File: src/rtl/mips_ctrl_pkg.sv
// mips_ctrl_pkg: shared opcodes, selector codes, state encoding and control word for the multicycle MIPS32 controller
package mips_ctrl_pkg;
  localparam logic [5:0] OP_RTYPE = 6'b000000;
  localparam logic [5:0] OP_LW    = 6'b100011;
  localparam logic [5:0] OP_SW    = 6'b101011;
  localparam logic [5:0] OP_BEQ   = 6'b000100;
  localparam logic [5:0] OP_J     = 6'b000010;
  localparam logic [5:0] OP_ADDI  = 6'b001000;
  localparam logic [5:0] OP_ORI   = 6'b001101;

  localparam logic [1:0] ALUOP_ADD   = 2'b00;
  localparam logic [1:0] ALUOP_SUB   = 2'b01;
  localparam logic [1:0] ALUOP_FUNCT = 2'b10;
  localparam logic [1:0] ALUOP_OR    = 2'b11;

  localparam logic [1:0] PCSRC_ALU    = 2'b00;
  localparam logic [1:0] PCSRC_ALUOUT = 2'b01;
  localparam logic [1:0] PCSRC_JUMP   = 2'b10;
  localparam logic [1:0] PCSRC_REGA   = 2'b11;

  localparam logic [1:0] SRCB_REGB  = 2'b00;
  localparam logic [1:0] SRCB_FOUR  = 2'b01;
  localparam logic [1:0] SRCB_IMM   = 2'b10;
  localparam logic [1:0] SRCB_IMMSH = 2'b11;

  typedef enum logic [3:0] {
    S_FETCH  = 4'd0,
    S_DECODE = 4'd1,
    S_MEMADR = 4'd2,
    S_MEMRD  = 4'd3,
    S_MEMWB  = 4'd4,
    S_MEMWR  = 4'd5,
    S_EXEC   = 4'd6,
    S_RWB    = 4'd7,
    S_BRANCH = 4'd8,
    S_JUMP   = 4'd9,
    S_ADDIEX = 4'd10,
    S_ORIEX  = 4'd11,
    S_IWB    = 4'd12,
    S_JR     = 4'd13
  } state_t;

  typedef struct packed {
    logic [1:0] aluop;
    logic       alusrca;
    logic [1:0] alusrcb;
    logic       zeroext;
    logic       iord;
    logic       memread;
    logic       memwrite;
    logic       irwrite;
    logic       pcwrite;
    logic       pcwritecond;
    logic [1:0] pcsource;
    logic       regdst;
    logic       memtoreg;
    logic       regwrite;
  } ctrl_t;
endpackage

File: src/rtl/mc_output_decode.sv
// mc_output_decode: combinational state + mem_ready + reset to datapath control word
module mc_output_decode
  import mips_ctrl_pkg::*;
(
  input  state_t state,
  input  logic   mem_ready,
  input  logic   reset,
  output ctrl_t  ctrl
);
  // Moore decode per state; fetch enables follow mem_ready; reset masks every write/request
  always_comb begin
    ctrl = '0;
    case (state)
      S_FETCH: begin
        ctrl.memread = 1'b1;
        ctrl.alusrcb = SRCB_FOUR;
        ctrl.aluop = ALUOP_ADD;
        ctrl.irwrite = mem_ready;
        ctrl.pcwrite = mem_ready;
      end
      S_DECODE: ctrl.alusrcb = SRCB_IMMSH;
      S_MEMADR: begin
        ctrl.alusrca = 1'b1;
        ctrl.alusrcb = SRCB_IMM;
      end
      S_MEMRD: begin
        ctrl.memread = 1'b1;
        ctrl.iord = 1'b1;
      end
      S_MEMWB: begin
        ctrl.memtoreg = 1'b1;
        ctrl.regwrite = 1'b1;
      end
      S_MEMWR: begin
        ctrl.memwrite = 1'b1;
        ctrl.iord = 1'b1;
      end
      S_EXEC: begin
        ctrl.alusrca = 1'b1;
        ctrl.alusrcb = SRCB_REGB;
        ctrl.aluop = ALUOP_FUNCT;
      end
      S_RWB: begin
        ctrl.regdst = 1'b1;
        ctrl.regwrite = 1'b1;
      end
      S_JR: begin
        ctrl.pcwrite = 1'b1;
        ctrl.pcsource = PCSRC_REGA;
      end
      S_BRANCH: begin
        ctrl.alusrca = 1'b1;
        ctrl.aluop = ALUOP_SUB;
        ctrl.pcwritecond = 1'b1;
        ctrl.pcsource = PCSRC_ALUOUT;
      end
      S_JUMP: begin
        ctrl.pcwrite = 1'b1;
        ctrl.pcsource = PCSRC_JUMP;
      end
      S_ADDIEX: begin
        ctrl.alusrca = 1'b1;
        ctrl.alusrcb = SRCB_IMM;
      end
      S_ORIEX: begin
        ctrl.alusrca = 1'b1;
        ctrl.alusrcb = SRCB_IMM;
        ctrl.aluop = ALUOP_OR;
        ctrl.zeroext = 1'b1;
      end
      S_IWB: ctrl.regwrite = 1'b1;
      default: ctrl = '0;
    endcase
    if (reset) begin
      ctrl.memread = 1'b0;
      ctrl.memwrite = 1'b0;
      ctrl.irwrite = 1'b0;
      ctrl.pcwrite = 1'b0;
      ctrl.pcwritecond = 1'b0;
      ctrl.regwrite = 1'b0;
    end
  end
endmodule

File: src/rtl/multicycle_control.sv
// multicycle_control: sequencing FSM, retire pulse and retired-instruction counter for the multicycle MIPS32 core
module multicycle_control
  import mips_ctrl_pkg::*;
#(
  parameter int CNT_WIDTH = 32
) (
  input  logic                 clk,
  input  logic                 reset,
  input  logic [5:0]           opcode,
  input  logic                 jrsig,
  input  logic                 mem_ready,
  output logic [1:0]           aluop,
  output logic                 alusrca,
  output logic [1:0]           alusrcb,
  output logic                 zeroext,
  output logic                 iord,
  output logic                 memread,
  output logic                 memwrite,
  output logic                 irwrite,
  output logic                 pcwrite,
  output logic                 pcwritecond,
  output logic [1:0]           pcsource,
  output logic                 regdst,
  output logic                 memtoreg,
  output logic                 regwrite,
  output logic                 instr_retired,
  output logic                 illegal_op,
  output logic [CNT_WIDTH-1:0] retire_count
);
  state_t state_q, state_d;
  logic [CNT_WIDTH-1:0] cnt_q, cnt_d;
  logic retire, illegal;
  ctrl_t ctrl;

  mc_output_decode u_dec (
    .state(state_q),
    .mem_ready(mem_ready),
    .reset(reset),
    .ctrl(ctrl)
  );

  // Next state plus the retire / illegal pulses, both suppressed under reset
  always_comb begin
    state_d = state_q;
    retire = 1'b0;
    illegal = 1'b0;
    case (state_q)
      S_FETCH: state_d = mem_ready ? S_DECODE : S_FETCH;
      S_DECODE: begin
        case (opcode)
          OP_RTYPE:     state_d = S_EXEC;
          OP_LW, OP_SW: state_d = S_MEMADR;
          OP_BEQ:       state_d = S_BRANCH;
          OP_J:         state_d = S_JUMP;
          OP_ADDI:      state_d = S_ADDIEX;
          OP_ORI:       state_d = S_ORIEX;
          default: begin
            state_d = S_FETCH;
            illegal = 1'b1;
          end
        endcase
      end
      S_MEMADR: state_d = (opcode == OP_SW) ? S_MEMWR : S_MEMRD;
      S_MEMRD: state_d = mem_ready ? S_MEMWB : S_MEMRD;
      S_MEMWR: begin
        state_d = mem_ready ? S_FETCH : S_MEMWR;
        retire = mem_ready;
      end
      S_EXEC: state_d = jrsig ? S_JR : S_RWB;
      S_ADDIEX, S_ORIEX: state_d = S_IWB;
      S_MEMWB, S_RWB, S_JR, S_BRANCH, S_JUMP, S_IWB: begin
        state_d = S_FETCH;
        retire = 1'b1;
      end
      default: state_d = S_FETCH;
    endcase
    if (reset) begin
      retire = 1'b0;
      illegal = 1'b0;
    end
    cnt_d = cnt_q + {{(CNT_WIDTH-1){1'b0}}, retire};
  end

  // State and counter registers; reset aborts any in-flight instruction
  always_ff @(posedge clk) begin
    if (reset) begin
      state_q <= S_FETCH;
      cnt_q <= '0;
    end else begin
      state_q <= state_d;
      cnt_q <= cnt_d;
    end
  end

  assign aluop = ctrl.aluop;
  assign alusrca = ctrl.alusrca;
  assign alusrcb = ctrl.alusrcb;
  assign zeroext = ctrl.zeroext;
  assign iord = ctrl.iord;
  assign memread = ctrl.memread;
  assign memwrite = ctrl.memwrite;
  assign irwrite = ctrl.irwrite;
  assign pcwrite = ctrl.pcwrite;
  assign pcwritecond = ctrl.pcwritecond;
  assign pcsource = ctrl.pcsource;
  assign regdst = ctrl.regdst;
  assign memtoreg = ctrl.memtoreg;
  assign regwrite = ctrl.regwrite;
  assign instr_retired = retire;
  assign illegal_op = illegal;
  assign retire_count = cnt_q;
endmodule

File: config.mk
export PLATFORM = sky130hd
export DESIGN_NAME = multicycle_control
export DESIGN_NICKNAME = d
export VERILOG_FILES = /design/src/rtl/mips_ctrl_pkg.sv /design/src/rtl/mc_output_decode.sv /design/src/rtl/multicycle_control.sv
export SDC_FILE = /design/constraint.sdc
export NUM_CORES = 1
export LEC_CHECK = 0
export CELL_PAD_IN_SITES_DETAIL_PLACEMENT = 0
export CELL_PAD_IN_SITES_GLOBAL_PLACEMENT = 1
export CORE_ASPECT_RATIO = 2
export CORE_UTILIZATION = 34
export CTS_BUF_LIST = sky130_fd_sc_hd__clkbuf_8 sky130_fd_sc_hd__clkbuf_16
export CTS_CLUSTER_DIAMETER = 100
export DETAILED_ROUTE_END_ITERATION = 10
export GPL_ROUTABILITY_DRIVEN = 0
export PLACE_DENSITY_LB_ADDON = 0.05
export SYNTH_ARGS = -nofsm -noshare
export SYNTH_HDL_FRONTEND = slang
export SYNTH_SLANG_ARGS = --single-unit
export TNS_END_PERCENT = 100
File: constraint.sdc
create_clock -name clk -period 4 [get_ports clk]
set_input_delay 0.8 -clock clk [delete_from_list [all_inputs] [get_ports clk]]
set_output_delay 0.8 -clock clk [all_outputs]
set_load 0.05 [all_outputs]
After elaboration in Yosys (flattened, before gate mapping)
Cells that the tools add are included.
{"block": "word_totals", "regBits": 36, "input_bits": 10, "out_inout_bits": 51, "elab_cells": 62}
{"block": "op_classes", "add_sub_neg": 1, "eq_ne": 19, "n_mux": 28, "n_reduce_logical": 12}
{"cell": "$add 32x1->32", "n": 1}
{"cell": "$pmux 4 s7", "n": 1}
{"cell": "$eq 4x4->1 const B", "n": 6}
{"cell": "$pmux 4 s6", "n": 1}
{"cell": "$pmux 2 s3", "n": 3}
{"cell": "$eq 4x3->1 const B", "n": 4}
{"cell": "$mux 1", "n": 16}
{"cell": "$eq 6x4->1 const B", "n": 2}
{"cell": "$eq 6x6->1 const B", "n": 2}
{"cell": "$reduce_or 2->1", "n": 5}
{"cell": "$mux 3", "n": 3}
{"cell": "$eq 4x2->1 const B", "n": 2}
{"cell": "$reduce_or 7->1", "n": 1}
{"cell": "$eq 6x2->1 const B", "n": 1}
{"cell": "$eq 6x3->1 const B", "n": 1}
{"cell": "$logic_not 6->1", "n": 1}
{"cell": "$reduce_or 3->1", "n": 2}
{"cell": "$reduce_or 6->1", "n": 1}
{"cell": "$mux 5", "n": 1}
{"cell": "$reduce_or 5->1", "n": 1}
{"cell": "$eq 4x1->1 const B", "n": 1}
{"cell": "$logic_not 4->1", "n": 1}
{"cell": "$mux 4", "n": 1}
{"cell": "$pmux 1 s2", "n": 2}

Longest topological paths before layout
{"block": "logic_depth", "depth_word": 5, "mapped_depth": 11, "mapped_depth_nobuf": 9}

Cells and area by module
A second synthesis with hierarchy kept.
{"block": "unflattened", "hier_cells": 275, "hier_area_um2": 2189.6}
{"module": "multicycle_control", "instances": 1, "cells_each": 235, "area_each_um2": 1896.8, "seq_area_each_um2": 720.7}
{"module": "mc_output_decode", "instances": 1, "cells_each": 40, "area_each_um2": 292.8, "seq_area_each_um2": 0.0}

Least setup slack after synthesis
OpenSTA, ideal clock, no wires.
{"block": "synth_timing", "path_type": "input-to-reg", "start": "input reset", "end": "register cnt_q[30] (netlist: retire_count[30])", "setup_ps": 121, "t_arrival_ps": 4251, "required_time_ps": 3879, "slack_ps": -371, "cell_stages": 10, "n_path_buf": 3, "cell_sequence": "clkbuf_1 clkbuf_1 a211oi_1 ha_1 ha_1 and4_1 nand2_1 buf_2 nor4_1 mux2_2"}
{"block": "synth_between", "elab_chain_len": 2}
{"element": "start: declaration", "line_no": "multicycle_control.sv:8", "rtl": "input logic reset,"}
{"element": "$mux 1", "line_no": "multicycle_control.sv:77", "rtl": "if (reset) begin"}
{"element": "net instr_retired", "line_no": "multicycle_control.sv:26", "rtl": "output logic instr_retired,"}
{"element": "$add 32x1->32", "line_no": "multicycle_control.sv:81", "rtl": "cnt_d = cnt_q + {{(CNT_WIDTH-1){1'b0}}, retire};"}
{"element": "end signal: assignment", "line_no": "multicycle_control.sv:91", "rtl": "cnt_q <= cnt_d;"}
{"element": "end: declaration", "line_no": "multicycle_control.sv:31", "rtl": "logic [CNT_WIDTH-1:0] cnt_q, cnt_d;"}
The timed path passes the listed nets, and every way through them passes these cells.
A chain may end at the register's enable or synchronous reset.

Final worst setup path
{"block": "layout_timing", "start": "input mem_ready", "end": "register cnt_q[30] (netlist: retire_count[30])"}
{"block": "layout_between", "elab_chain_len": 3}
{"element": "start: declaration", "line_no": "multicycle_control.sv:11", "rtl": "input logic mem_ready,"}
{"element": "$pmux 1 s2", "line_no": "multicycle_control.sv:47", "rtl": "case (state_q)"}
{"element": "$mux 1", "line_no": "multicycle_control.sv:77"}
{"element": "$add 32x1->32", "line_no": "multicycle_control.sv:81"}
Every way passes these cells.

==> tab_implementation.tex <==
\begin{tabular}{lr}
\hline
Metric & Value \\
\hline
\multicolumn{2}{l}{\textbf{Synthesis}} \\
\quad Synthesized net count & 288 \\
\quad Asr flop ratio synth & 0\% \\
\quad Post-Syn Area & 0.00217 mm\^{}2 \\
\quad Share of synthesized area occupied by flip-flops and latches & about a third \\
\quad Count of mapped cells out of synthesis & 276 \\
\quad Most repeated cell in the gate-level netlist after synthesis & dfxtp\_1 \\
\quad Top cell type by total area after synthesis & dfxtp\_1 \\
\quad Area share of the leading cell type in the synthesized netlist & 33.2\% \\
\quad List of most frequent post-synthesis cells & dfxtp\_1 (36), nor2\_1 (34), a21oi\_1 (24) \\
\quad Synth Area per Inst & 7.86 um\^{}2 \\
\quad Number of synthesized register bits & 36 \\
\quad Synthesis Warnings & 0 \\
\quad Count of different cell masters after synthesis & 42 \\
\quad Ranking of synthesized cells by area & dfxtp\_1 (33\%), nor2\_1 (5.9\%), a21oi\_1 (5.5\%), or4\_1 (4.5\%), o31ai\_1 (4.2\%) \\
\quad Primary flip-flop cell chosen by synthesis mapping & dfxtp\_1 \\
\quad EDFF count, synth & 0 \\
\multicolumn{2}{l}{\textbf{Detailed routing}} \\
\quad Vias per inst & about 5.4 \\
\quad TritonRoute pass-1 iters & 4 \\
\quad First-iteration detailed-routing DRC count & 122 \\
\quad Final wirelength & 6390 um \\
\quad Final routed wire length divided by cell count & 15.6 um \\
\quad Post-route ant nets & 0 \\
\quad Via total after detailed routing & 2233 \\
\quad Number of design rule violations left after detail routing & 0 \\
\multicolumn{2}{l}{\textbf{GRT}} \\
\quad GR Overflow Total & 0 \\
\quad Total Routing Usage GR & approximately a fifth \\
\quad GR Util met2 & 39.5\% \\
\quad Via count of the first global-routing pass & between 2000 and 2500 \\
\quad Pin count of the biggest net entering global routing & 45 \\
\quad Met1 capacity usage during global routing & 21.9\% \\
\quad Number of antenna violations at the first check in global routing & 0 \\
\quad Global-route layer with the greatest usage & met2 \\
\quad First-pass GRT wire length & 10500 um \\
\quad Met3 capacity usage during global routing & 3.15\% \\
\multicolumn{2}{l}{\textbf{STA}} \\
\quad Final Hold Fails & 0 \\
\quad Fin Setup TNS & 0 ps \\
\quad Worst setup margin & around 530 ps \\
\quad Transition time of the tightest slew-check pin & 843 ps \\
\quad Clock skew after layout & 3.17 ps \\
\quad Final setup vio count & 0 \\
\quad Final critical-path share of the clock period & around 87\% \\
\quad Max-slew violation count & 0 \\
\quad Headroom to the max-slew limit & 43.6\% \\
\quad Worst hold-check slack & between 500 and 600 ps \\
\quad Highest attainable clock frequency & 288 MHz \\
\quad Post-route minimum period & 3470 ps \\
\quad Unrepaired setup endpoints after global routing & false \\
\multicolumn{2}{l}{\textbf{Worst setup path}} \\
\quad Data required time of the worst path & 4170 ps \\
\quad Start point of the critical path & mem\_ready \\
\quad Critical path capture point type & flop \\
\quad Critical path launch point type & primary input \\
\quad Critical Path Fanout Max & 15 \\
\quad Critical register-to-register path startpoint & state\_q[0]\$\_SDFF\_PP0\_ \\
\quad Arrival time of data at the critical path endpoint & around 3600 ps \\
\quad WS Path Type & primary input to flop \\
\multicolumn{2}{l}{\textbf{Power}} \\
\quad Internal Dissipation & between 600 and 700 uW \\
\quad Power spent charging and discharging nets & 217 uW \\
\quad Fraction of power consumed by combinational cells & 10.4\% \\
\quad Clock share of power & around 47\% \\
\quad Standby leakage power & 0.000996 uW \\
\quad Maximum VDD drop & 0.154 mV \\
\quad Power per cell area & 283 mW/mm\^{}2 \\
\quad Switching portion of total power & 25.2\% \\
\quad Sequential share of power & 42.6\% \\
\multicolumn{2}{l}{\textbf{Clock network}} \\
\quad Number of sinks driven by the clock tree & 36 \\
\quad TritonCTS clock tree & built \\
\quad Number of buffers inserted by hold repair at cts & 0 \\
\quad Setup Fix Bufs, Post-CTS & 0 \\
\quad Clock-pin slew reported for the worst setup and hold paths after clock tree synthesis & 60 ps \\
\quad H-Tree Level Count & 2 \\
\quad Source-to-sink clock delay at the later pin of the worst-skew pair & 280 ps \\
\quad Max clock buf depth & 2 \\
\quad Post-CTS sizing & 0 \\
\quad Number of buffers added by the clock tree synthesis step & 5 \\
\quad Clock root buffer master & clkbuf\_16 \\
\multicolumn{2}{l}{\textbf{Die}} \\
\quad Starting density of the core & roughly 36\% \\
\quad Overall die height & around 110 um \\
\quad Overall die area & about 0.0067 mm\^{}2 \\
\quad Standard cell core area & 0.00606 mm\^{}2 \\
\quad Cell Rows & 40 \\
\quad Number of top-level design ports & approximately 60 \\
\quad Die W & 58.5 um \\
\multicolumn{2}{l}{\textbf{Finish}} \\
\quad Area growth from synthesis to layout & 40.3\% \\
\quad Area occupied by registers & between 700 and 800 um\^{}2 \\
\quad Share of final-layout standard cells stronger than drive strength 1 & $\sim$8.6\% \\
\quad Multi-input gate area & approximately 0.0014 mm\^{}2 \\
\quad Antenna diode count & 0 \\
\quad Net count reported at finish & 337 \\
\quad Fraction of the core area covered by cells at the end of the flow & between 50\% and 60\% \\
\quad Filler Cell Count & roughly 620 \\
\multicolumn{2}{l}{\textbf{Placed design}} \\
\quad Pre-CTS setup slack & $\sim$210 ps \\
\quad Estimated wirelength of the detail-placed design & 4720 um \\
\quad PortBufs & 60 \\
\multicolumn{2}{l}{\textbf{Status}} \\
\quad Result of the run & finished, final reports clean \\
\multicolumn{2}{l}{\textbf{Run}} \\
\quad Maximum capacitance violations & 0 \\
\multicolumn{2}{l}{\textbf{Min path}} \\
\quad Type of the most critical hold path & flop to flop \\
\quad Startpoint of the most critical hold path & retire\_count[18]\$\_SDFF\_PP0\_ \\
\hline
\end{tabular}
stage by stage:
step	instance area, um^2	cells	total power, uW
floorplan	2170	276	425
global route	3040	410	887
finish	3040	410	860
global placement	2890	402	465
detailed placement	2890	402	464
CTS	3040	410	871
kinds of logic after synthesis:
| group | count (synthesis) | share of synthesized area, % |
|---|---|---|
| fa+ha+maj | 2 | 1.15 |
| flops | 36 | 33.2 |
| xor+xnor | 17 | 6.87 |
| compound gates | 52 | 14.9 |
| mux | 5 | 2.60 |
| simple gates | 141 | 36.8 |
| buf+inv | 23 | 4.50 |
cell type report:
cell class	count	share of cell area, %
clock inverter	2	0.370
inverter	2	0.247
multi-input combinational	217	44.5
tap	84	3.46
timing repair buffer	63	23.1
sequential	36	23.7
clock buffer	6	4.57
layer usage:
metal	vias up	wire, um
met5	-	0
met4	0	119
met3	8	132
met2	40	3740
met1	1067	2400
li1	1118	-
power by group through the flow:
stage               logic [uW]  clock network (uW)  registers (uW)
floorplan                 56.9                   0             369
global placement          91.0                   0             374
detailed placement        90.3                   0             374
CTS                       90.7                 414             366
global route              96.4                 424             367
finish                    89.7                 404             366
cell usage in the layout, fill, tap and decap left out, types with 9 or more instances in the layout:
master	count
nand2_1	15
clkdlybuf4s50_1	52
or4_1	13
o31ai_1	12
nand4_1	13
nor2_1	34
a21oi_1	24
xor2_1	10
dfxtp_1	36
nand2b_1	9
nand3_1	11
path summary, 6_finish.rpt:
check,to,slack [ps],depth (start not counted)
max,retire_count[30]$_SDFF_PP0_,530,10
min,retire_count[18]$_SDFF_PP0_,510,2
max reg2reg,retire_count[30]$_SDFF_PP0_,840,8
min reg2reg,retire_count[18]$_SDFF_PP0_,510,2
registers in the layout, summed over array words and instances (netlist names):
name          cells
retire_count     32
state_q           4
critical path, cell delays in order:
cell and delay (ps):
clkdlybuf4s50_1 540, or3b_2 150, a21oi_1 70, a211oi_2 270, ha_1 280, ha_1 180, and4_1 260, nand2_1 310
nor4_1 390, mux2_2 370
Note: power is estimated with default switching activity, not from simulation.
